$ cat config.mk
export PLATFORM = sky130hd
export DESIGN_NAME = clkdiv_phi2_gen
export DESIGN_NICKNAME = d
export VERILOG_FILES = /design/src/rtl/clkdiv_pkg.sv /design/src/rtl/clkdiv_phase_cnt.sv /design/src/rtl/clkdiv_phi2_gen.sv
export SDC_FILE = /design/constraint.sdc
export NUM_CORES = 1
export LEC_CHECK = 0
export ABC_AREA = 1
export BUFFER_PORTS_ARGS = -buffer_cell sky130_fd_sc_hd__buf_2
export CAP_MARGIN = 40
export CORE_MARGIN = 1.5
export CORE_UTILIZATION = 56
export DETAILED_ROUTE_END_ITERATION = 6
export GPL_TIMING_DRIVEN = 1
export PLACE_DENSITY = 0.83
export RECOVER_POWER = 25
export SKIP_CTS_REPAIR_TIMING = 1
export SYNTH_ARGS = -nofsm -noshare
export SYNTH_HDL_FRONTEND = slang
export SYNTH_SLANG_ARGS = --single-unit
$ cat constraint.sdc
create_clock -name hsclk_in -period 2.3 [get_ports hsclk_in]
set_input_delay 0.46 -clock hsclk_in [delete_from_list [all_inputs] [get_ports hsclk_in]]
set_output_delay 0.46 -clock hsclk_in [all_outputs]
set_load 0.05 [all_outputs]
$ cat src/rtl/clkdiv_pkg.sv
// Shared types and default configuration for the PHI2 phase generator.
package clkdiv_pkg;
  localparam int DIV_W_DEF       = 4;
  localparam int CNT_W_DEF       = 16;
  localparam int RESET_DIV_DEF   = 7;
  localparam int STRETCH_MAX_DEF = 255;

  typedef enum logic [1:0] {
    PH1 = 2'd0,
    PH2 = 2'd1,
    STR = 2'd2
  } phase_t;
endpackage

$ cat src/rtl/clkdiv_phase_cnt.sv
// Loadable down-counter with zero detect, used to time each PHI2 phase.
// Latency: load/decrement take effect at the next edge; zero is combinational.
// Backpressure: none; dec at zero holds the count at zero.
module clkdiv_phase_cnt #(
  parameter int           W       = 4,
  parameter logic [W-1:0] RST_VAL = '0
) (
  input  logic         hsclk_in,
  input  logic         rst,
  input  logic         load,
  input  logic [W-1:0] load_val,
  input  logic         dec,
  output logic         zero
);
  logic [W-1:0] cnt_q, cnt_d;

  always_comb begin
    cnt_d = cnt_q;
    if (load) begin
      cnt_d = load_val;
    end else if (dec && (cnt_q != '0)) begin
      cnt_d = cnt_q - W'(1);
    end
  end

  always_ff @(posedge hsclk_in or posedge rst) begin
    if (rst) cnt_q <= RST_VAL;
    else     cnt_q <= cnt_d;
  end

  assign zero = (cnt_q == '0);
endmodule

$ cat src/rtl/clkdiv_phi2_gen.sv
// Programmable PHI2 generator; build with CLKDIV_STRETCH_EN to add PHI2-high stretching.
// Latency: phi2_q is registered; ratio changes land only on the falling boundary edge.
// Backpressure: div_req is held until div_ack; stretch_req holds PHI2 high up to STRETCH_MAX cycles.
module clkdiv_phi2_gen
  import clkdiv_pkg::*;
#(
  parameter int DIV_W       = DIV_W_DEF,
  parameter int RESET_DIV   = RESET_DIV_DEF,
  parameter int CNT_W       = CNT_W_DEF,
  parameter int STRETCH_MAX = STRETCH_MAX_DEF
) (
  input  logic             hsclk_in,
  input  logic             rst,
  input  logic [DIV_W-1:0] div_sel,
  input  logic             div_req,
  output logic             div_ack,
  input  logic             stretch_req,
  output logic             stretch_active,
  output logic             stretch_timeout,
  output logic             phi2_q,
  output logic             rise_en,
  output logic             fall_en,
  output logic [DIV_W-1:0] active_div,
  output logic [CNT_W-1:0] cycle_count
);
  phase_t             state_q, state_d;
  logic               phi2_d;
  logic [DIV_W-1:0]   active_div_q, active_div_d;
  logic               div_ack_q, div_ack_d;
  logic [CNT_W-1:0]   cycle_count_q, cycle_count_d;
  logic               cnt_load, cnt_dec, cnt_zero;
  logic [DIV_W-1:0]   cnt_load_val;
  logic               stretch_hold;
  logic               stretch_done;

  clkdiv_phase_cnt #(
    .W       (DIV_W),
    .RST_VAL (DIV_W'(RESET_DIV))
  ) u_phase_cnt (
    .hsclk_in (hsclk_in),
    .rst      (rst),
    .load     (cnt_load),
    .load_val (cnt_load_val),
    .dec      (cnt_dec),
    .zero     (cnt_zero)
  );

`ifdef CLKDIV_STRETCH_EN
  localparam int SCNT_W = (STRETCH_MAX > 1) ? $clog2(STRETCH_MAX) : 1;
  logic [SCNT_W-1:0] scnt_q, scnt_d;
  logic              stretch_active_q, stretch_active_d;
  logic              stretch_timeout_q, stretch_timeout_d;

  assign stretch_hold = stretch_req;
  // Release when the requester lets go or the stretch budget is spent.
  assign stretch_done = !stretch_req || (scnt_q == SCNT_W'(STRETCH_MAX - 1));

  always_comb begin
    scnt_d            = '0;
    stretch_active_d  = (state_d == STR);
    stretch_timeout_d = stretch_timeout_q;
    if (state_q == STR) begin
      scnt_d = scnt_q + SCNT_W'(1);
      if (fall_en && stretch_req) stretch_timeout_d = 1'b1;
    end
  end

  always_ff @(posedge hsclk_in or posedge rst) begin
    if (rst) begin
      scnt_q            <= '0;
      stretch_active_q  <= 1'b0;
      stretch_timeout_q <= 1'b0;
    end else begin
      scnt_q            <= scnt_d;
      stretch_active_q  <= stretch_active_d;
      stretch_timeout_q <= stretch_timeout_d;
    end
  end

  assign stretch_active  = stretch_active_q;
  assign stretch_timeout = stretch_timeout_q;
`else
  logic unused_stretch;
  assign unused_stretch  = stretch_req ^ (STRETCH_MAX == 0);
  assign stretch_hold    = 1'b0;
  assign stretch_done    = 1'b1;
  assign stretch_active  = 1'b0;
  assign stretch_timeout = 1'b0;
`endif

  always_comb begin
    state_d       = state_q;
    phi2_d        = phi2_q;
    rise_en       = 1'b0;
    fall_en       = 1'b0;
    cnt_load      = 1'b0;
    cnt_dec       = 1'b0;
    cnt_load_val  = active_div_q;
    active_div_d  = active_div_q;
    div_ack_d     = 1'b0;
    cycle_count_d = cycle_count_q;
    case (state_q)
      PH1: begin
        if (cnt_zero) begin
          rise_en  = 1'b1;
          state_d  = PH2;
          phi2_d   = 1'b1;
          cnt_load = 1'b1;
        end else begin
          cnt_dec = 1'b1;
        end
      end
      PH2: begin
        if (!cnt_zero)         cnt_dec = 1'b1;
        else if (stretch_hold) state_d = STR;
        else                   fall_en = 1'b1;
      end
      STR: begin
        if (stretch_done) fall_en = 1'b1;
      end
      default: state_d = PH1;
    endcase

    // Cycle boundary: the only point where the ratio may change.
    if (fall_en) begin
      state_d       = PH1;
      phi2_d        = 1'b0;
      cycle_count_d = cycle_count_q + CNT_W'(1);
      cnt_load      = 1'b1;
      if (div_req) begin
        cnt_load_val = div_sel;
        active_div_d = div_sel;
        div_ack_d    = 1'b1;
      end
    end
  end

  always_ff @(posedge hsclk_in or posedge rst) begin
    if (rst) begin
      state_q       <= PH1;
      phi2_q        <= 1'b0;
      active_div_q  <= DIV_W'(RESET_DIV);
      div_ack_q     <= 1'b0;
      cycle_count_q <= '0;
    end else begin
      state_q       <= state_d;
      phi2_q        <= phi2_d;
      active_div_q  <= active_div_d;
      div_ack_q     <= div_ack_d;
      cycle_count_q <= cycle_count_d;
    end
  end

  assign active_div  = active_div_q;
  assign div_ack     = div_ack_q;
  assign cycle_count = cycle_count_q;
endmodule

# --- Yosys cells after proc, flatten, opt, wreduce, memory -nomap -nowiden ---
# Index checks and enable logic that the tools add are counted.
# Widths: inputs -> output; s select.
totals:
  input_bits: 8
  regBits: 28
classes:
  n_reduce_logical: 11
  mux: 18
  addsub: 2
  n_eq_ne: 4
op_table:
  columns: ["operator", "count"]
  rows:
  - ["$add 16x1->16 const B", 1]
  - ["$mux 4", 4]
  - ["$mux 1", 10]
  - ["$reduce_bool 2->1", 3]
  - ["$logic_not 4->1", 1]
  - ["$mux 2", 2]
  - ["$pmux 2 s2", 1]
  - ["$reduce_and 2->1", 2]
  - ["$reduce_bool 4->1", 1]
  - ["$reduce_or 2->1", 2]
  - ["$sub 4x1->4 const B", 1]
  - ["$ne 3x3->1 const B", 1]
  - ["$eq 2x1->1 const B", 1]
  - ["$eq 2x2->1 const B", 1]
  - ["$logic_not 2->1", 1]
  - ["$ne 2x1->1 const B", 1]
  - ["$pmux 1 s2", 1]
  - ["$logic_and 1x1->1", 1]

# --- Logic depth before layout (Yosys ltp) ---
# Gate-level depths: netlist of run 1.
depth:
  word_depth: 6
  mapped_depth: 9

# --- Modules after synthesis ---
# Synthesis of run 1 repeated with hierarchy kept, for this count alone.
unflattened:
  hier_cells: 176
  hier_area_um2: 1415.1
by_module_without_submodules:
  columns: ["module", "seq_area_each_um2", "cells_per_inst", "instances", "area_each_um2"]
  rows:
  - ["clkdiv_phi2_gen", 579.3, 129, 1, 1112.3]
  - ["clkdiv_phase_cnt", 103.8, 47, 1, 302.8]

# --- Least setup slack after synthesis of run 1 ---
# OpenSTA, ideal clock, no wires.
synth_path:
  path_kind: "register to output"
  start: "register u_phase_cnt.cnt_q[0]"
  end: "output port rise_en"
  path_buffers: 0
  stages_incl_launch_ff: 5
  t_arrival_ns: 1.465
  required_ns: 1.840
  path_slack_ns: 0.375
  cell_sequence: "dfstp_2 > inv_1 > ha_1 > nand2_1 > nor2_1"
synth_between:
  elab_chain_len: 3
synth_rtl:
  columns: ["element", "line_no", "source"]
  rows:
  - ["from (decl)", "clkdiv_phase_cnt.sv:15", "logic [W-1:0] cnt_q, cnt_d;"]
  - ["from (signal assigned)", "clkdiv_phase_cnt.sv:28", "else cnt_q <= cnt_d;"]
  - ["$logic_not 4->1", "clkdiv_phase_cnt.sv:31", "assign zero = (cnt_q == '0);"]
  - ["$mux 1", null, null]
  - ["$mux 1", "clkdiv_phi2_gen.sv:102", "case (state_q)"]
  - ["to (decl)", "clkdiv_phi2_gen.sv:21", "output logic rise_en,"]
# Every way passes these cells.

# --- Worst setup path in the final report of run 1 ---
layout_path:
  start: "register u_phase_cnt.cnt_q[0]"
  end: "output port fall_en"
layout_between:
  elab_chain_len: 3
layout_rtl:
  columns: ["element", "line_no", "source"]
  rows:
  - ["$logic_not 4->1", "clkdiv_phase_cnt.sv:31", null]
  - ["$mux 1", "clkdiv_phi2_gen.sv:114", "if (!cnt_zero) cnt_dec = 1'b1;"]
  - ["$pmux 1 s2", "clkdiv_phi2_gen.sv:102", null]
  - ["to (decl)", "clkdiv_phi2_gen.sv:22", "output logic fall_en,"]
# Every way passes these cells.

==> results of run 1 <==
## worst max-delay path, cell delays in order (launching register included)
cell and delay (ps):
sky130_fd_sc_hd__dfstp_2 550, sky130_fd_sc_hd__inv_1 60, sky130_fd_sc_hd__ha_1 260, sky130_fd_sc_hd__nand3_4 200
sky130_fd_sc_hd__inv_4 80, sky130_fd_sc_hd__buf_2 220
## cells by family after synthesis
family	Yosys count	share of synthesized area, %
XOR/XNOR	12	7.793
other	1	0.2780
buffers and inverters	20	6.308
adder cells (fa/ha/maj)	3	2.783
AND/OR/NAND/NOR	93	31.82
flip-flops	27	50.65
AO/OA/AOI/OAI	1	0.3707
## metrics by stage
stage	std cells	util [%]	area, um^2	power (mW)	hold WS, ps
floorplan	158	-	1353	1.299	508.3
global route	219	69.52	1553	1.756	205.0
global placement	215	68.52	1530	1.428	472.9
finish	219	69.52	1553	1.654	167.6
CTS	219	69.69	1556	1.668	185.8
detailed placement	215	68.52	1530	1.463	479.1
## cells in the mapped netlist
cell type,count
sky130_fd_sc_hd__nand2_1,57
sky130_fd_sc_hd__o21ai_0,1
sky130_fd_sc_hd__xor2_1,9
sky130_fd_sc_hd__nor2_4,4
sky130_fd_sc_hd__ha_1,3
sky130_fd_sc_hd__buf_4,2
sky130_fd_sc_hd__nand3_4,1
sky130_fd_sc_hd__inv_1,17
sky130_fd_sc_hd__nor2_1,11
sky130_fd_sc_hd__conb_1,1
sky130_fd_sc_hd__dfrtp_1,21
sky130_fd_sc_hd__nand3b_1,1
sky130_fd_sc_hd__nand3_1,6
sky130_fd_sc_hd__nor3_1,6
sky130_fd_sc_hd__or2_2,1
sky130_fd_sc_hd__and2_1,1
sky130_fd_sc_hd__inv_4,1
sky130_fd_sc_hd__xnor2_1,3
sky130_fd_sc_hd__nand4_1,4
sky130_fd_sc_hd__nand2_2,1
sky130_fd_sc_hd__dfstp_2,6
## layout make-up
| class | count | area (um^2) | area share, % |
|---|---|---|---|
| flip-flops and latches | 27 | 683.2 | 44.00 |
| multi-input cells | 111 | 584.3 | 37.63 |
| repair buffers | 31 | 153.9 | 9.911 |
| inverters | 18 | 70.07 | 4.512 |
| well taps | 28 | 35.03 | 2.256 |
| clock buffers | 4 | 26.28 | 1.692 |
## power by group
group	switching (mW)	internal, mW
Sequential	0.0981	0.627
Clock	0.134	0.0678
Combinational	0.531	0.195
Total	0.764	0.890
## sequential cells by signal, summed over array words and instances (netlist names)
name,flops
cycle_count,16
active_div,4
u_phase_cnt.cnt_q,4
phi2_q,1
state_q,1
div_ack,1
## worst paths after layout
path / end / slack [ps]
worst max-delay path: fall_en / 140
min in group hsclk_in: active_div[1] / 350
worst min-delay path: state_q[0] / 170
worst min register to register: active_div[0] / 500
worst max register to register: u_phase_cnt.cnt_q[1] / 640
max in group asynchronous: cycle_count[12] / 1160
## placed cells by master, fill, tap and decap left out
master	count
sky130_fd_sc_hd__nand2_1	57
sky130_fd_sc_hd__buf_2	30
sky130_fd_sc_hd__dfrtp_1	21
sky130_fd_sc_hd__inv_1	17
sky130_fd_sc_hd__nor2_1	11
sky130_fd_sc_hd__xor2_1	9
sky130_fd_sc_hd__nor3_1	6
sky130_fd_sc_hd__nand3_1	6
sky130_fd_sc_hd__dfstp_2	6
sky130_fd_sc_hd__nor2_4	4
sky130_fd_sc_hd__nand4_1	4
sky130_fd_sc_hd__xnor2_1	3
sky130_fd_sc_hd__ha_1	3
sky130_fd_sc_hd__clkbuf_4	3
sky130_fd_sc_hd__conb_1	2
sky130_fd_sc_hd__clkbuf_1	2
sky130_fd_sc_hd__nand3_4	1
sky130_fd_sc_hd__inv_4	1
sky130_fd_sc_hd__nand2_2	1
sky130_fd_sc_hd__or2_2	1
sky130_fd_sc_hd__and2_1	1
sky130_fd_sc_hd__o21ai_0	1
sky130_fd_sc_hd__nand3b_1	1
## per-layer routing
| layer | vias to the layer above | share of wire, % | global-route usage [%] |
|---|---|---|---|
| met5 | - | 0 | 0 |
| met4 | 0 | 0.63 | 9.649 |
| met3 | 2 | 2.8 | 3.161 |
| met2 | 17 | 53 | 39.45 |
| met1 | 504 | 43 | 25.05 |
| li1 | 552 | - | - |
==> impl_table.tex, run 1 <==
\begin{tabular}{lr}
\hline
Metric & Value \\
\hline
\multicolumn{2}{l}{\textbf{Run status}} \\
\quad Run status & finished, final reports clean \\
\multicolumn{2}{l}{\textbf{Timing}} \\
\quad Worst setup skew after layout & 8.505 ps \\
\quad Setup violators final & 0 \\
\quad Worst Slack Setup Final & 144.1 ps \\
\quad Final critical path time including I/O delays and setup & 2156 ps \\
\quad Final sum of negative setup slack & 0 ps \\
\quad Max Freq & 0.4638 GHz \\
\quad Final period utilization & 93.74\% \\
\quad Number of max-slew violations in the final report & 0 \\
\quad Least-Margin Pin Slew & 658.0 ps \\
\quad RSZ-0062 raised after global routing & no \\
\quad Relative max-transition margin & a little under three fifths \\
\quad Hold Vio Cnt, Final & 0 \\
\multicolumn{2}{l}{\textbf{CTS}} \\
\quad Maximum clock path buffer count & 2 \\
\quad TritonCTS Buffers & 3 \\
\quad H-tree depth & 1 \\
\quad Clock tree root driver cell & sky130\_fd\_sc\_hd\_\_clkbuf\_4 \\
\quad Register clock-pin slew on the reported worst setup and hold paths & 140 ps \\
\quad Worst skew pair latency & roughly 320 ps \\
\quad CTS tree & done \\
\quad Clock sink count & 27 \\
\multicolumn{2}{l}{\textbf{Power}} \\
\quad Worst IR drop on VDD & 0.0009025 V \\
\quad Total power divided by cell area & $\sim$1100 nW/um\^{}2 \\
\quad Leak Pwr & 0.8453 nW \\
\multicolumn{2}{l}{\textbf{Worst setup path}} \\
\quad Crit path required time & 1840 ps \\
\quad Crit-path max FO & 9 \\
\quad Element type at the critical path end & primary output \\
\quad Critical Path Start Type & flip-flop \\
\quad Critical path start-end classification & flip-flop to primary output \\
\quad Reg-to-Reg Start & u\_phase\_cnt.cnt\_q[0] \\
\quad Data arrival time of the critical path & 1700 ps \\
\quad Critical path origin & u\_phase\_cnt.cnt\_q[0] \\
\quad Worst Reg2Reg Path Length in Cells & 6 \\
\multicolumn{2}{l}{\textbf{Drt}} \\
\quad Average detailed-routed wire length per instance & 11.60 um \\
\quad Residual DRC count & 0 \\
\quad Number of vias per cell & 4.909 \\
\quad Total vias in the final route & 1075 \\
\quad Count of antenna-violating nets left after detailed routing & 0 \\
\quad Routed wire length & 2541 um \\
\quad Pre-Repair DR Iteration Count & 4 \\
\quad Detailed Route Iter0 Violations & 15 \\
\multicolumn{2}{l}{\textbf{Flow run}} \\
\quad Max-capacitance violation count & 0 \\
\multicolumn{2}{l}{\textbf{Finish}} \\
\quad Area growth, synth to finish & 15.12\% \\
\quad Net count reported at finish & just over 200 \\
\quad Antenna cell count & 0 \\
\quad Fill cell instance count of the final layout & approximately 190 \\
\quad Share of final-layout standard cells stronger than drive strength 1 & 24.61\% \\
\multicolumn{2}{l}{\textbf{Die}} \\
\quad Starting density of the core & slightly above 60\% \\
\quad Die X-Extent & 52.08 um \\
\quad Floorplan Core Area & 2233 um\^{}2 \\
\quad Placement row count & 17 \\
\quad Die Footprint & 2712 um\^{}2 \\
\quad Die Span Y & 52.08 um \\
\quad Number of primary I/O pins & 34 \\
\multicolumn{2}{l}{\textbf{Synth}} \\
\quad Cell count after synthesis & 157 \\
\quad Unique masters post-synth & 21 \\
\quad Warnings from Yosys & 0 \\
\quad Leading post-synthesis cells by cell area & sky130\_fd\_sc\_hd\_\_dfrtp\_1, sky130\_fd\_sc\_hd\_\_nand2\_1, sky130\_fd\_sc\_hd\_\_dfstp\_2, sky130\_fd\_sc\_hd\_\_xor2\_1, sky130\_fd\_sc\_hd\_\_inv\_1 \\
\quad Synthesis-stage register bit count & 27 \\
\quad Post-synthesis cell type with the largest combined area & sky130\_fd\_sc\_hd\_\_dfrtp\_1 \\
\quad Average size of a mapped cell & 8.591 um\^{}2 \\
\quad Post-Syn Area & 1349 um\^{}2 \\
\quad Area share of the largest cell type after synthesis & about two fifths \\
\quad Fraction of the yosys area taken by sequential cells & just over 50\% \\
\multicolumn{2}{l}{\textbf{Global routing}} \\
\quad Number of antenna violations at the first check in global routing & 0 \\
\quad Largest net degree at the start of global routing & 17 \\
\quad Number of global-route vias before repair & roughly 1100 \\
\quad Residual overflow from global routing & 0 \\
\quad Wire length of the first global-routing pass & approximately 4400 um \\
\quad Overall fraction of global-route tracks in use & 21.76\% \\
\multicolumn{2}{l}{\textbf{Hold path}} \\
\quad Worst min-delay path class & input pin to asynchronous set/reset pin \\
\multicolumn{2}{l}{\textbf{Placed design}} \\
\quad Number of input and output port buffers inserted & 30 \\
\quad GPL Wtd Cong & 0.8420 \\
\quad Worst setup slack after placement & 509.1 ps \\
\quad Post-DP HPWL & 2017 um \\
\hline
\end{tabular}
Power figures use the tool's default switching activity.
==> inputs of run 2 (changes only) <==
--- a/config.mk
+++ b/config.mk
@@ -5,14 +5,14 @@
 export SDC_FILE = /design/constraint.sdc
 export NUM_CORES = 1
 export LEC_CHECK = 0
-export ABC_AREA = 1
 export BUFFER_PORTS_ARGS = -buffer_cell sky130_fd_sc_hd__buf_2
 export CAP_MARGIN = 40
+export CORE_ASPECT_RATIO = 1.25
 export CORE_MARGIN = 1.5
-export CORE_UTILIZATION = 56
+export CORE_UTILIZATION = 54
 export DETAILED_ROUTE_END_ITERATION = 6
 export GPL_TIMING_DRIVEN = 1
-export PLACE_DENSITY = 0.83
+export PLACE_DENSITY = 0.81
 export RECOVER_POWER = 25
 export SKIP_CTS_REPAIR_TIMING = 1
 export SYNTH_ARGS = -nofsm -noshare
==> run 2 against run 1 <==
Against the previous run: worst setup slack gained 21 ps; critical path type unchanged; combinational power shrank 7.7%; largest power group is now sequential cells; synthesized cell count shrank 34%; first-iteration DRC count shrank 6.7%; area after synthesis shrank 8.7%.
==> impl_table.tex, run 2 <==
\begin{tabular}{lr}
\hline
Metric & Value \\
\hline
\multicolumn{2}{l}{\textbf{Timing}} \\
\quad Hold Vio Cnt, Final & 0 (unchanged) \\
\quad Final period utilization & 92.82\% (was 93.74\%) \\
\quad Least-Margin Pin Slew & 1375 ps (was 658.0 ps) \\
\quad Final critical path time including I/O delays and setup & 2135 ps (was 2156 ps) \\
\quad RSZ-0062 raised after global routing & no (unchanged) \\
\quad Worst setup skew after layout & 11.55 ps (was 8.505 ps) \\
\quad Number of max-slew violations in the final report & 0 (unchanged) \\
\quad Worst Slack Setup Final & 165.1 ps (was 144.1 ps) \\
\quad Setup violators final & 0 (unchanged) \\
\quad Relative max-transition margin & 8.310\% (was 56.14\%) \\
\quad Max Freq & 0.4684 GHz (was 0.4638 GHz) \\
\multicolumn{2}{l}{\textbf{Synth}} \\
\quad Fraction of the yosys area taken by sequential cells & 55.49\% (was 50.65\%) \\
\quad Synthesis-stage register bit count & 27 (unchanged) \\
\quad Post-synthesis cell type with the largest combined area & sky130\_fd\_sc\_hd\_\_dfrtp\_1 (unchanged) \\
\quad Leading post-synthesis cells by cell area & sky130\_fd\_sc\_hd\_\_dfrtp\_1, sky130\_fd\_sc\_hd\_\_dfstp\_2, sky130\_fd\_sc\_hd\_\_xnor2\_1, sky130\_fd\_sc\_hd\_\_mux2\_2, sky130\_fd\_sc\_hd\_\_mux2i\_1 (was sky130\_fd\_sc\_hd\_\_dfrtp\_1, sky130\_fd\_sc\_hd\_\_nand2\_1, sky130\_fd\_sc\_hd\_\_dfstp\_2, sky130\_fd\_sc\_hd\_\_xor2\_1, sky130\_fd\_sc\_hd\_\_inv\_1) \\
\quad Main synth FF type & sky130\_fd\_sc\_hd\_\_dfrtp\_1 (unchanged) \\
\quad Cell count after synthesis & 104 (was 157) \\
\quad Count leader, synth & sky130\_fd\_sc\_hd\_\_dfrtp\_1 (was sky130\_fd\_sc\_hd\_\_nand2\_1) \\
\quad Number of enable-type register cells in the synthesized netlist & 0 (unchanged) \\
\quad Unique masters post-synth & 23 (was 21) \\
\quad Async set-reset flop share out of synthesis & 100.0\% (unchanged) \\
\quad Warnings from Yosys & 0 (unchanged) \\
\quad Synth cell count leaders & sky130\_fd\_sc\_hd\_\_dfrtp\_1, sky130\_fd\_sc\_hd\_\_xnor2\_1, sky130\_fd\_sc\_hd\_\_nand2\_1, sky130\_fd\_sc\_hd\_\_dfstp\_2, sky130\_fd\_sc\_hd\_\_nor2\_1 (was sky130\_fd\_sc\_hd\_\_nand2\_1, sky130\_fd\_sc\_hd\_\_dfrtp\_1, sky130\_fd\_sc\_hd\_\_inv\_1, sky130\_fd\_sc\_hd\_\_nor2\_1, sky130\_fd\_sc\_hd\_\_xor2\_1) \\
\quad Post-Syn Area & 1231 um\^{}2 (was 1349 um\^{}2) \\
\quad Average size of a mapped cell & 11.84 um\^{}2 (was 8.591 um\^{}2) \\
\quad Area share of the largest cell type after synthesis & 42.68\% (was 38.96\%) \\
\multicolumn{2}{l}{\textbf{Placed design}} \\
\quad Number of input and output port buffers inserted & 30 (unchanged) \\
\quad Worst setup slack after placement & 228.3 ps (was 509.1 ps) \\
\quad Post-DP HPWL & 1520 um (was 2017 um) \\
\quad GPL Wtd Cong & 0.7599 (was 0.8420) \\
\quad Placement Cell Area & 1396 um\^{}2 (was 1530 um\^{}2) \\
\multicolumn{2}{l}{\textbf{Power}} \\
\quad Worst IR drop on VDD & 0.001046 V (was 0.0009025 V) \\
\quad Total power divided by cell area & 1097 nW/um\^{}2 (was 1065 nW/um\^{}2) \\
\quad Leak Pwr & 0.7635 nW (was 0.8453 nW) \\
\quad Power, Total & 1.589 mW (was 1.654 mW) \\
\multicolumn{2}{l}{\textbf{Hold path}} \\
\quad Worst min-delay path class & input pin to flip-flop (was input pin to asynchronous set/reset pin) \\
\quad Min-delay src & div\_sel[2] \\
\quad End point of the worst hold path & active\_div[2] \\
\quad Hold-critical path depth & 2 \\
\multicolumn{2}{l}{\textbf{Run status}} \\
\quad Run status & finished, final reports clean (unchanged) \\
\multicolumn{2}{l}{\textbf{Drt}} \\
\quad Average detailed-routed wire length per instance & 11.88 um (was 11.60 um) \\
\quad Count of antenna-violating nets left after detailed routing & 0 (unchanged) \\
\quad Number of vias per cell & 4.834 (was 4.909) \\
\quad Total vias in the final route & 817 (was 1075) \\
\quad Residual DRC count & 0 (unchanged) \\
\quad Routed wire length & 2008 um (was 2541 um) \\
\quad Detailed Route Iter0 Violations & 14 (was 15) \\
\quad Pre-Repair DR Iteration Count & 3 (was 4) \\
\multicolumn{2}{l}{\textbf{Worst setup path}} \\
\quad Crit-path max FO & 8 (was 9) \\
\quad Reg-to-Reg Start & u\_phase\_cnt.cnt\_q[0] (unchanged) \\
\quad Critical Path Start Type & flip-flop (unchanged) \\
\quad Slack of the worst reg-to-reg path & 480 ps (was 640 ps) \\
\quad Capturing point of the worst reg2reg path & cycle\_count[5] (was u\_phase\_cnt.cnt\_q[1]) \\
\quad Crit path required time & 1840 ps (about the same) \\
\quad Critical path start-end classification & flip-flop to primary output (unchanged) \\
\quad Element type at the critical path end & primary output (unchanged) \\
\quad Worst Reg2Reg Path Length in Cells & 6 (unchanged) \\
\quad Data arrival time of the critical path & 1670 ps (was 1700 ps) \\
\multicolumn{2}{l}{\textbf{Global routing}} \\
\quad Number of global-route vias before repair & 802 (was 1051) \\
\quad Residual overflow from global routing & 0 (unchanged) \\
\quad Number of antenna violations at the first check in global routing & 0 (unchanged) \\
\quad Overall fraction of global-route tracks in use & 17.24\% (was 21.76\%) \\
\quad Wire length of the first global-routing pass & 3374 um (was 4374 um) \\
\quad Largest net degree at the start of global routing & 28 (was 17) \\
\multicolumn{2}{l}{\textbf{Finish}} \\
\quad Antenna cell count & 0 (unchanged) \\
\quad Commonest non-fill, non-tap cell in the layout & sky130\_fd\_sc\_hd\_\_buf\_2 (was sky130\_fd\_sc\_hd\_\_nand2\_1) \\
\quad Share of final-layout standard cells stronger than drive strength 1 & 36.23\% (was 24.61\%) \\
\quad Net count reported at finish & 150 (was 203) \\
\quad Area of all placed cells without fillers & 1449 um\^{}2 (was 1553 um\^{}2) \\
\quad Area growth, synth to finish & 17.68\% (was 15.12\%) \\
\quad Max FFs per register & 16 (unchanged) \\
\quad Top library cells by usage in the layout, fill and taps aside & sky130\_fd\_sc\_hd\_\_buf\_2, sky130\_fd\_sc\_hd\_\_dfrtp\_1, sky130\_fd\_sc\_hd\_\_xnor2\_1 (was sky130\_fd\_sc\_hd\_\_nand2\_1, sky130\_fd\_sc\_hd\_\_buf\_2, sky130\_fd\_sc\_hd\_\_dfrtp\_1) \\
\multicolumn{2}{l}{\textbf{CTS}} \\
\quad Register clock-pin slew on the reported worst setup and hold paths & 140 ps (about the same) \\
\quad CTS tree & done (unchanged) \\
\quad Clock sink count & 27 (unchanged) \\
\quad Maximum clock path buffer count & 2 (unchanged) \\
\quad Worst skew pair latency & 310 ps (was 320 ps) \\
\quad TritonCTS Buffers & 3 (unchanged) \\
\quad H-tree depth & 1 (unchanged) \\
\quad Clock tree root driver cell & sky130\_fd\_sc\_hd\_\_clkbuf\_4 (unchanged) \\
\multicolumn{2}{l}{\textbf{Die}} \\
\quad Placement row count & 19 (was 17) \\
\quad Die Footprint & 2577 um\^{}2 (was 2712 um\^{}2) \\
\quad Die X-Extent & 45.71 um (was 52.08 um) \\
\quad Die Span Y & 56.39 um (was 52.08 um) \\
\quad Floorplan Core Area & 2187 um\^{}2 (was 2233 um\^{}2) \\
\quad Starting density of the core & 56.29\% (was 60.39\%) \\
\quad Number of primary I/O pins & 34 (unchanged) \\
\multicolumn{2}{l}{\textbf{Flow run}} \\
\quad Max-capacitance violation count & 0 (unchanged) \\
\hline
\end{tabular}
run 2: changes by cell type after synthesis, sizes merged, moves of 5 or more:
cell   previous run  this run
mux2i             0         5
mux2              0         5
xnor2             3        13
nor2             15         6
nand2            58         9
inv              18         5
run 2: cells by family (layout without fill, tap and decap cells):
logic type | count (synthesis) | after routing | share of synthesized area [%]
multiplexers | 10 | 10 | 8.638
flip-flops | 27 | 27 | 55.49
AO/OA/AOI/OAI | 3 | 3 | 1.219
AND/OR/NAND/NOR | 32 | 32 | 14.12
XOR/XNOR | 18 | 18 | 12.80
adder cells (fa/ha/maj) | 3 | 3 | 3.049
other | 1 | 2 | 0.3046
buffers and inverters | 10 | 43 | 4.370
run 2: stage by stage:
step | hold slack [ps] | util, % | std cells | setup TNS (ps)
final | 380.0 | 66.25 | 169 | 0
after floorplan | 476.2 | - | 105 | 0
after CTS | 175.6 | 65.10 | 166 | -129.2
after global placement | 457.6 | 63.84 | 162 | 0
after detailed placement | 473.7 | 63.84 | 162 | 0
after global routing | 358.3 | 66.25 | 169 | 0
run 2: how the worst max path moves through the flow:
stage / from / end / slack, ps / cells after the start
after floorplan: u_phase_cnt.cnt_q[0] / rise_en / 60 / 4
after global routing: u_phase_cnt.cnt_q[0] / rise_en / 60 / 5
final: u_phase_cnt.cnt_q[0] / fall_en / 170 / 4
after detailed placement: u_phase_cnt.cnt_q[0] / rise_en / 230 / 5
after global placement: u_phase_cnt.cnt_q[0] / rise_en / 290 / 5
after CTS: u_phase_cnt.cnt_q[0] / rise_en / -130 / 5
run 2: area by class of cell:
class                   instances  area [um^2]
clock buffers                   3        22.52
inverters                       5        18.77
multi-input cells              68        504.2
fillers                       188        738.2
flip-flops and latches         27        683.2
repair buffers                 34        176.4
well taps                      31        38.79
clock inverters                 1        5.005
run 2: critical path: stages, from the launching register on:
cell                       delay, ps
sky130_fd_sc_hd__dfstp_2         560
sky130_fd_sc_hd__inv_1            70
sky130_fd_sc_hd__ha_1            210
sky130_fd_sc_hd__and4bb_1        290
sky130_fd_sc_hd__buf_2           250
run 2: metal layers:
| layer | up-vias | share of wire [%] | wire length, um | global-route usage, % |
|---|---|---|---|---|
| met4 | 0 | 0.95 | 19 | 4.898 |
| li1 | 405 | - | - | - |
| met3 | 2 | 4.5 | 90 | 2.894 |
| met1 | 388 | 41 | 822 | 21.56 |
| met5 | - | 0 | 0 | 0 |
| met2 | 22 | 54 | 1076 | 29.58 |
run 2: power by group:
group          leakage, nW  internal, mW  switching, mW
Clock               0.0177        0.0649          0.128
Combinational        0.403         0.225          0.445
Sequential           0.342         0.626         0.0990
Total                0.763         0.916          0.673
==> inputs of run 3 (changes only) <==
--- a/config.mk
+++ b/config.mk
@@ -5,14 +5,14 @@
 export SDC_FILE = /design/constraint.sdc
 export NUM_CORES = 1
 export LEC_CHECK = 0
-export BUFFER_PORTS_ARGS = -buffer_cell sky130_fd_sc_hd__buf_2
+export BUFFER_PORTS_ARGS = -buffer_cell sky130_fd_sc_hd__clkbuf_2
 export CAP_MARGIN = 40
 export CORE_ASPECT_RATIO = 1.25
 export CORE_MARGIN = 1.5
-export CORE_UTILIZATION = 54
+export CORE_UTILIZATION = 50
 export DETAILED_ROUTE_END_ITERATION = 6
-export GPL_TIMING_DRIVEN = 1
-export PLACE_DENSITY = 0.81
+export GPL_TIMING_DRIVEN = 0
+export PLACE_DENSITY = 0.76
 export RECOVER_POWER = 25
 export SKIP_CTS_REPAIR_TIMING = 1
 export SYNTH_ARGS = -nofsm -noshare
==> constraint.sdc (replaced) <==
create_clock -name hsclk_in -period 2.4 [get_ports hsclk_in]
set_input_delay 0.48 -clock hsclk_in [delete_from_list [all_inputs] [get_ports hsclk_in]]
set_output_delay 0.48 -clock hsclk_in [all_outputs]
set_load 0.05 [all_outputs]
==> run 3 against run 2 <==
Against the previous run: hold slack got worse by 320 ps; core utilization fell by 0.26 points; non-clock buffer count rose by 6; critical path depth rose by 1; die area rose by 7.5%; worst setup slack improved by 44 ps; design area rose by 2.8%; critical path type unchanged; largest cell class unchanged; largest power group unchanged; highest routed layer unchanged.
==> impl_table.tex, run 3 (synthesis results as in run 2) <==
\begin{tabular}{lr}
\hline
Metric & Value \\
\hline
\multicolumn{2}{l}{\textbf{Power}} \\
\quad Relative contribution of combinational cells to total power & 42.3\% (was 42.2\%) \\
\quad Internal power component & 887.5 uW (was 916.3 uW) \\
\quad Clock group share of total power & 12.2\% (about the same) \\
\quad Power, Total & 1.537 mW (was 1.589 mW) \\
\quad Reg power frac & 45.5\% (was 45.7\%) \\
\quad Switching power as a share of total power & 42.27\% (was 42.33\%) \\
\quad Worst IR drop on VDD & 0.0007297 V (was 0.001046 V) \\
\quad Leak Pwr & 0.7792 nW (was 0.7635 nW) \\
\quad Reported net switching power & 649.9 uW (was 672.5 uW) \\
\quad Total power divided by cell area & 1032 nW/um\^{}2 (was 1097 nW/um\^{}2) \\
\multicolumn{2}{l}{\textbf{Timing}} \\
\quad Minimum hold slack & 58.30 ps (was 380.0 ps) \\
\quad Max Freq & 0.4565 GHz \\
\quad Relative max-transition margin & 32.11\% (was 8.310\%) \\
\quad Worst setup skew after layout & 0.5401 ps (was 11.55 ps) \\
\quad RSZ-0062 raised after global routing & no (unchanged) \\
\quad Final sum of negative setup slack & 0 ps (unchanged) \\
\quad Final period utilization & 91.28\% \\
\quad Setup violators final & 0 (unchanged) \\
\quad Final critical path time including I/O delays and setup & 2191 ps \\
\quad Worst Slack Setup Final & 209.2 ps (was 165.1 ps) \\
\quad Number of max-slew violations in the final report & 0 (unchanged) \\
\quad Hold Vio Cnt, Final & 0 (unchanged) \\
\quad Least-Margin Pin Slew & 1018 ps (was 1375 ps) \\
\multicolumn{2}{l}{\textbf{Worst setup path}} \\
\quad Category of cells accounting for the largest share of critical-path delay & flip-flops (unchanged) \\
\quad Critical path, cell by cell & inv\_1 > ha\_1 > and4bb\_1 > buf\_4 > clkbuf\_2 (was inv\_1 > ha\_1 > and4bb\_1 > buf\_2) \\
\quad Standard cell with the maximum stage delay on the critical path & sky130\_fd\_sc\_hd\_\_dfstp\_2 (unchanged) \\
\quad Crit-path max FO & 8 (unchanged) \\
\quad Critical Path Start Type & flip-flop (unchanged) \\
\quad Biggest cell delay along the critical path & 550 ps (was 560 ps) \\
\quad Critical path start-end classification & flip-flop to primary output (unchanged) \\
\quad Total buffers and inverters traversed by the critical path & 3 (was 2) \\
\quad Element type at the critical path end & primary output (unchanged) \\
\quad Data arrival time of the critical path & 1710 ps (was 1670 ps) \\
\quad Crit path required time & 1920 ps (was 1840 ps) \\
\multicolumn{2}{l}{\textbf{Finish}} \\
\quad Area growth, synth to finish & 21.04\% (was 17.68\%) \\
\quad Max FFs per register & 16 (unchanged) \\
\quad Antenna cell count & 0 (unchanged) \\
\quad Commonest non-fill, non-tap cell in the layout & sky130\_fd\_sc\_hd\_\_clkbuf\_2 (was sky130\_fd\_sc\_hd\_\_buf\_2) \\
\quad Net count reported at finish & 156 (was 150) \\
\quad Area of all placed cells without fillers & 1490 um\^{}2 (was 1449 um\^{}2) \\
\quad Top library cells by usage in the layout, fill and taps aside & sky130\_fd\_sc\_hd\_\_clkbuf\_2, sky130\_fd\_sc\_hd\_\_dfrtp\_1, sky130\_fd\_sc\_hd\_\_xnor2\_1 (was sky130\_fd\_sc\_hd\_\_buf\_2, sky130\_fd\_sc\_hd\_\_dfrtp\_1, sky130\_fd\_sc\_hd\_\_xnor2\_1) \\
\quad Share of final-layout standard cells stronger than drive strength 1 & 38.19\% (was 36.23\%) \\
\multicolumn{2}{l}{\textbf{Die}} \\
\quad Starting density of the core & 54.52\% (was 56.29\%) \\
\quad Floorplan Core Area & 2258 um\^{}2 (was 2187 um\^{}2) \\
\quad Die Span Y & 58.48 um (was 56.39 um) \\
\quad Number of primary I/O pins & 34 (unchanged) \\
\quad Die X-Extent & 47.39 um (was 45.71 um) \\
\quad Die Footprint & 2771 um\^{}2 (was 2577 um\^{}2) \\
\quad Placement row count & 19 (unchanged) \\
\multicolumn{2}{l}{\textbf{CTS}} \\
\quad Register clock-pin slew on the reported worst setup and hold paths & 130 ps (was 140 ps) \\
\quad TritonCTS Buffers & 3 (unchanged) \\
\quad Maximum clock path buffer count & 2 (unchanged) \\
\quad H-tree depth & 1 (unchanged) \\
\quad Clock tree root driver cell & sky130\_fd\_sc\_hd\_\_clkbuf\_4 (unchanged) \\
\quad Clock sink count & 27 (unchanged) \\
\quad CTS tree & done (unchanged) \\
\quad Worst skew pair latency & 310 ps (about the same) \\
\multicolumn{2}{l}{\textbf{Drt}} \\
\quad Average detailed-routed wire length per instance & 11.73 um (was 11.88 um) \\
\quad Residual DRC count & 0 (unchanged) \\
\quad Pre-Repair DR Iteration Count & 4 (was 3) \\
\quad Total vias in the final route & 838 (was 817) \\
\quad Detailed Route Iter0 Violations & 14 (unchanged) \\
\quad Routed wire length & 2053 um (was 2008 um) \\
\quad Number of vias per cell & 4.789 (was 4.834) \\
\quad Count of antenna-violating nets left after detailed routing & 0 (unchanged) \\
\multicolumn{2}{l}{\textbf{Hold path}} \\
\quad Worst min-delay path class & input pin to asynchronous set/reset pin (was input pin to flip-flop) \\
\multicolumn{2}{l}{\textbf{Global routing}} \\
\quad Wire length of the first global-routing pass & 3401 um (was 3374 um) \\
\quad Largest net degree at the start of global routing & 21 (was 28) \\
\quad Residual overflow from global routing & 0 (unchanged) \\
\quad Number of antenna violations at the first check in global routing & 0 (unchanged) \\
\quad Overall fraction of global-route tracks in use & 17.20\% (was 17.24\%) \\
\quad Number of global-route vias before repair & 796 (was 802) \\
\multicolumn{2}{l}{\textbf{Placed design}} \\
\quad Worst setup slack after placement & 300.1 ps (was 228.3 ps) \\
\quad Placement Cell Area & 1451 um\^{}2 (was 1396 um\^{}2) \\
\quad Number of input and output port buffers inserted & 30 (unchanged) \\
\quad GPL Wtd Cong & 0.7063 (was 0.7599) \\
\quad Post-DP HPWL & 1577 um (was 1520 um) \\
\multicolumn{2}{l}{\textbf{Flow run}} \\
\quad Max-capacitance violation count & 0 (unchanged) \\
\multicolumn{2}{l}{\textbf{Run status}} \\
\quad Run status & finished, final reports clean (unchanged) \\
\hline
\end{tabular}
run 3: cell types whose count changed in the layout (fill, tap and decap cells not counted), sizes merged:
cell,delta
buf,-24
clkinv,-1
clkbuf,+31
run 3: final timing paths:
kind	startpoint	to	slack (ps)	cells after the start
hold / removal	rst	cycle_count[10]	60	2
max in group asynchronous	rst	div_ack	1130	3
setup reg to reg	u_phase_cnt.cnt_q[0]	cycle_count[5]	600	8
hold reg to reg	cycle_count[15]	cycle_count[15]	490	1
min in group hsclk_in	div_sel[0]	active_div[0]	410	2
setup / recovery	u_phase_cnt.cnt_q[0]	fall_en	210	5
run 3: area by class of cell:
cell class	count	area, um^2
Inverter	5	18.77
Buffer	5	35.03
Clock buffer	4	26.28
Tap cell	31	38.79
Fill cell	184	768.2
Sequential cell	27	683.2
Multi-Input combinational cell	68	504.2
Timing Repair Buffer	35	183.9
run 3: layer usage:
| layer | part of all wire (%) | routed length, um | global-route usage [%] |
|---|---|---|---|
| met1 | 42 | 857 | 21.44 |
| met2 | 53 | 1087 | 28.38 |
| met3 | 4.5 | 92 | 3.067 |
| met5 | 0 | 0 | 0 |
| met4 | 0.73 | 15 | 7.143 |
run 3: stage by stage:
stage               cells  util (%)
finish                175     65.98
global route          175     65.98
CTS                   171     65.43
detailed placement    167     64.27
global placement      166     63.05
floorplan             105         -
run 3: power by group through the flow:
stage                     sequential (mW)  clock (mW)  combinational, mW
final                               0.700       0.187              0.650
after global placement              0.695           0              0.602
after global routing                0.716       0.219              0.704
after floorplan                     0.905           0              0.275
after detailed placement            0.703           0              0.628
after CTS                           0.695       0.197              0.635
run 3: worst register-to-register path: cells and delay by family (launching register included):
kind                     cells  cell delay [ps]
adder cells (fa/ha/maj)      1              210
AND/OR/NAND/NOR              3              480
flip-flops                   1              550
buffers and inverters        3              380
XOR/XNOR                     1              120
